==> src/rtl/execute_stage.sv <==
// execute_stage: single-cycle ALU plus 32-step shift-add multiplier that stalls decode while busy
module execute_stage (
    input  logic        clk,
    input  logic        rst,
    input  logic [31:0] A,
    input  logic [31:0] B,
    input  logic [4:0]  RD,
    input  logic [2:0]  ALUctr,
    output logic [31:0] XM_ALUout,
    output logic [4:0]  XM_RD,
    output logic        XM_zero,
    output logic        stall
);
    typedef enum logic {IDLE, MUL_BUSY} state_t;
    state_t      state;
    logic [4:0]  cnt;
    logic [4:0]  rd_q;
    logic [31:0] acc;
    logic [31:0] mcand;
    logic [31:0] mplier;
    logic [31:0] alu_res;
    logic [31:0] acc_next;
    // single-cycle ALU result; reserved codes and mul yield zero here
    always_comb begin
        alu_res = ALUctr == 3'd0 ? A + B :
                  ALUctr == 3'd1 ? A - B :
                  ALUctr == 3'd2 ? {31'd0, $signed(A) < $signed(B)} :
                  ALUctr == 3'd3 ? A & B :
                  ALUctr == 3'd4 ? A | B : 32'd0;
        acc_next = acc + (mplier[0] ? mcand : 32'd0);
    end
    assign stall = !rst && (state == IDLE ? ALUctr == 3'd5 : cnt != 5'd31);
    // pipeline register and multiplier sequencer; the last step's sum is emitted directly
    always_ff @(posedge clk) begin
        if (rst) begin
            state     <= IDLE;
            cnt       <= 5'd0;
            rd_q      <= 5'd0;
            acc       <= 32'd0;
            mcand     <= 32'd0;
            mplier    <= 32'd0;
            XM_ALUout <= 32'd0;
            XM_RD     <= 5'd0;
            XM_zero   <= 1'b0;
        end else if (state == IDLE) begin
            if (ALUctr == 3'd5) begin
                state     <= MUL_BUSY;
                cnt       <= 5'd0;
                rd_q      <= RD;
                acc       <= 32'd0;
                mcand     <= A;
                mplier    <= B;
                XM_ALUout <= 32'd0;
                XM_RD     <= 5'd0;
                XM_zero   <= 1'b1;
            end else begin
                XM_ALUout <= alu_res;
                XM_RD     <= ALUctr <= 3'd4 ? RD : 5'd0;
                XM_zero   <= alu_res == 32'd0;
            end
        end else begin
            acc    <= acc_next;
            mcand  <= mcand << 1;
            mplier <= mplier >> 1;
            cnt    <= cnt + 5'd1;
            if (cnt == 5'd31) begin
                state     <= IDLE;
                XM_ALUout <= acc_next;
                XM_RD     <= rd_q;
                XM_zero   <= acc_next == 32'd0;
            end else begin
                XM_ALUout <= 32'd0;
                XM_RD     <= 5'd0;
                XM_zero   <= 1'b1;
            end
        end
    end
endmodule

==> config.mk <==
export PLATFORM = sky130hd
export DESIGN_NAME = execute_stage
export DESIGN_NICKNAME = d
export VERILOG_FILES = /design/src/rtl/execute_stage.sv
export SDC_FILE = /design/constraint.sdc
export NUM_CORES = 1
export LEC_CHECK = 0
export ABC_CLOCK_PERIOD_IN_PS = 4400
export BUFFER_PORTS_ARGS = -buffer_cell sky130_fd_sc_hd__buf_2
export CORE_MARGIN = 5
export CORE_UTILIZATION = 62
export CTS_CLUSTER_DIAMETER = 80
export CTS_CLUSTER_SIZE = 10
export DETAILED_ROUTE_END_ITERATION = 8
export GPL_TIMING_DRIVEN = 0
export PLACE_DENSITY = 0.83
export SYNTH_ARGS = -nofsm -noshare
export SYNTH_HDL_FRONTEND = slang
export SYNTH_SLANG_ARGS = --single-unit
==> constraint.sdc <==
create_clock -name clk -period 4.4 [get_ports clk]
set_input_delay 0.44 -clock clk [delete_from_list [all_inputs] [get_ports clk]]
set_output_delay 0.44 -clock clk [all_outputs]
set_load 0.02 [all_outputs]
==> results.yml <==
grt:
  gr-total-overflow: 0
  grt_max_degree: 17
  grt_pass1_vias: 14560
  grt_pass1_wl_microns: 78650
  track_usage_pct: 42.09
  antenna_found_initial: 0
drt:
  firstDrtPassIters: 9
  wl_per_cell_microns: 23.54
  ant_nets: 0
  drtIter0Drc: 2208
  vias: 15240
  routed_wl_microns: 52040
  route.detailed.drc: 7
  via_per_inst: 6.892
synthesis:
  yosys_warnings: 0
  ys_seq_elements: 145
  synth_async_sr_flop_share_pct: 0
  synthFlopType: "dfxtp_1"
  synthDistinctLibCells: 81
  ys_seq_area_share_pct: 22.96
  syn_area_sq_um: 12640
  avgSynthCellArea_sq_um: 7.024
  syn-num-nets: 2006
  synth_edf_count: 0
  netlist_instances: 1800
cells_and_area:
  layout_common_cells: "nor2_1 (349), a21oi_1 (259), dfxtp_1 (144)"
  final_layout_size_suffix_gt1_share_pct: 10.97
  fin_util_pct: 71.49
  stdcell_count: 2211
  nNetsFinal: 2134
  stdcell_area_sq_um: 14420
  final_common_cell: "nor2_1"
  area_growth_syn_to_layout_pct: 14.04
  antenna_cells: 0
critical_path:
  cp_max_fo: 10
  crit_arrival_ns: 4.00
  worst_setup_path_start_kind: "primary input"
  end_kind: "output port"
  worstPathRequired_ns: 3.96
  critPathKind: "in -> out"
placement:
  post-place-ws_ns: -0.8033
  place_congestion: 1.020
  io_buffers: 110
  placed_area_sq_um: 13530
  dp_hpwl_microns: 38840
  place_inst: 2180
floorplan:
  floorplan.rows: 52
  core_area_sq_um: 20170
  die_height_microns: 152.8
  floorplan.initialDensity_pct: 62.69
  io_pins: 113
  dieArea_sq_um: 23350
  die_w_microns: 152.8
timing:
  fin_worst_skew_ns: 0.01533
  timing.final.crit_period_ns: 4.444
  hold_viol_final: 0
  slew_viol_final: 0
  setup_tns_ns: -0.04436
  worst_slack_ns: -0.04436
  relSlewSlack_pct: 31.53
  setup_violations: 1
  post-route-period-util_pct: 101.0
  worst_pin_slew_ns: 1.021
  max_clock_freq_ghz: 0.2250
clocking:
  root_buffer: "clkbuf_16"
  clock_sinks: 145
  clockBufferDepth: 2
  cts_tree: "built"
  clock_latency_ns: 0.44
  h-tree-depth: 4
  cts_buffers: 17
  clkTransAtPathRegs_ns: 0.07
worst_hold_path:
  hp-class: "in -> reg"
run_status:
  violations: "DRC, setup timing"
  outcome: "complete, but fails checks"
power_and_ir_drop:
  leakagePower_nw: 6.428
  p_per_area_nw_per_um2: 286.0
  ir_drop_v: 0.0003389
flow_run:
  maxCapViolations: 0
flip-flops by register name, indices dropped and copies added, names as in the netlist:
name,flops
mcand,32
cnt,5
XM_ALUout,32
rd_q,5
mplier,32
XM_zero,1
XM_RD,5
acc,32
state,1
cells in the mapped netlist (10+ instances only):
cell type,n,share of area (%)
a211oi_1,27,1.6
a21o_1,21,1.2
a21oi_1,262,10
a22oi_1,46,2.7
a31oi_1,10,0.49
and2_1,42,2.1
and3_1,14,0.69
buf_1,13,0.39
clkbuf_1,103,3.1
dfxtp_1,145,23
ha_1,129,13
inv_1,106,3.1
nand2_1,88,2.6
nand3_1,22,0.87
nor2_1,351,10
nor2b_1,21,1.0
nor3_1,33,1.3
o211ai_1,23,1.4
o21a_1,11,0.65
o21ai_0,63,2.5
o22ai_1,14,0.69
o31ai_1,11,0.65
or2_2,11,0.54
or3_1,11,0.54
xnor2_1,22,1.5
xor2_1,14,0.97
final timing paths:
| path | startpoint | to | slack (ns) | depth (start not counted) |
|---|---|---|---|---|
| hold reg to reg | rd_q[2]$_SDFFE_PP0P_ | XM_RD[2]$_SDFF_PP0_ | 0.48 | 1 |
| setup reg to reg | mplier[0]$_SDFFE_PP0P_ | XM_zero$_SDFF_PP0_ | 0 | 14 |
| hold / removal | RD[1] | XM_RD[1]$_SDFF_PP0_ | 0.22 | 2 |
| setup / recovery | ALUctr[2] | stall | -0.04 | 10 |
cells by family (layout without fill, tap and decap cells):
family | after synthesis | after routing | share of synthesized area [%]
AOI/OAI and AO/OA | 607 | 607 | 30.64
buffers and inverters | 223 | 364 | 6.620
DFF | 145 | 145 | 22.96
xor gates and xnor gates | 36 | 36 | 2.494
and+or+nand+nor | 651 | 651 | 23.57
adders and majority gates | 132 | 132 | 13.24
muxes | 6 | 6 | 0.4750
through the flow:
| stage | power, mW | hold WS (ns) |
|---|---|---|
| 2_1_floorplan | 2.118 | 0.4426 |
| 3_3_place_gp | 2.466 | 0.4506 |
| 3_5_place_dp | 2.481 | 0.4599 |
| 4_1_cts | 4.035 | 0.2224 |
| 5_1_grt | 4.236 | 0.2295 |
| 6_report | 4.123 | 0.2186 |
layer usage:
metal  track usage, %  vias to the layer above  wire, microns
met1            50.34                     6898          18440
met3            11.02                      370           6670
li1                 -                     6668              -
met4            29.61                        0           4700
met2            65.69                     1302          22220
met5                0                        -              0
critical path, cell delays in order:
cell and delay [ns]:
clkbuf_1 0.38, clkbuf_1 0.58, clkbuf_1 0.62, nand3b_1 0.13
clkbuf_1 0.33, and2_1 0.27, clkbuf_1 0.27, clkbuf_1 0.39
nor3_1 0.35, buf_2 0.23
cell type report:
cell class,instances,area (sq um)
Clock buffer,19,452.9
Inverter,107,401.6
Buffer,109,424.2
Fill cell,1613,5751
Sequential cell,145,2907
Timing Repair Buffer,116,595.6
Tap cell,270,337.8
Clock inverter,13,160.2
Multi-Input combinational cell,1432,9140
what timing repair did:
| item | 4_1_cts | 5_1_grt |
|---|---|---|
| endpoints found under the hold margin | 0 | 0 |
| gates resized for setup | 27 | 30 |
| pin swaps | 11 | 10 |
| buffers inserted | 3 | 3 |
| hold buffers | 0 | 0 |
| endpoints found under the setup margin | 2 | 3 |
power by group:
part | leakage, nW | total (mW) | switching [mW] | internal [mW]
registers | 1.18 | 1.39 | 0.0277 | 1.36
logic | 4.95 | 1.14 | 0.782 | 0.357
clock network | 0.300 | 1.59 | 0.706 | 0.888
total | 6.43 | 4.12 | 1.52 | 2.61
(Power assumes the default switching activity.)
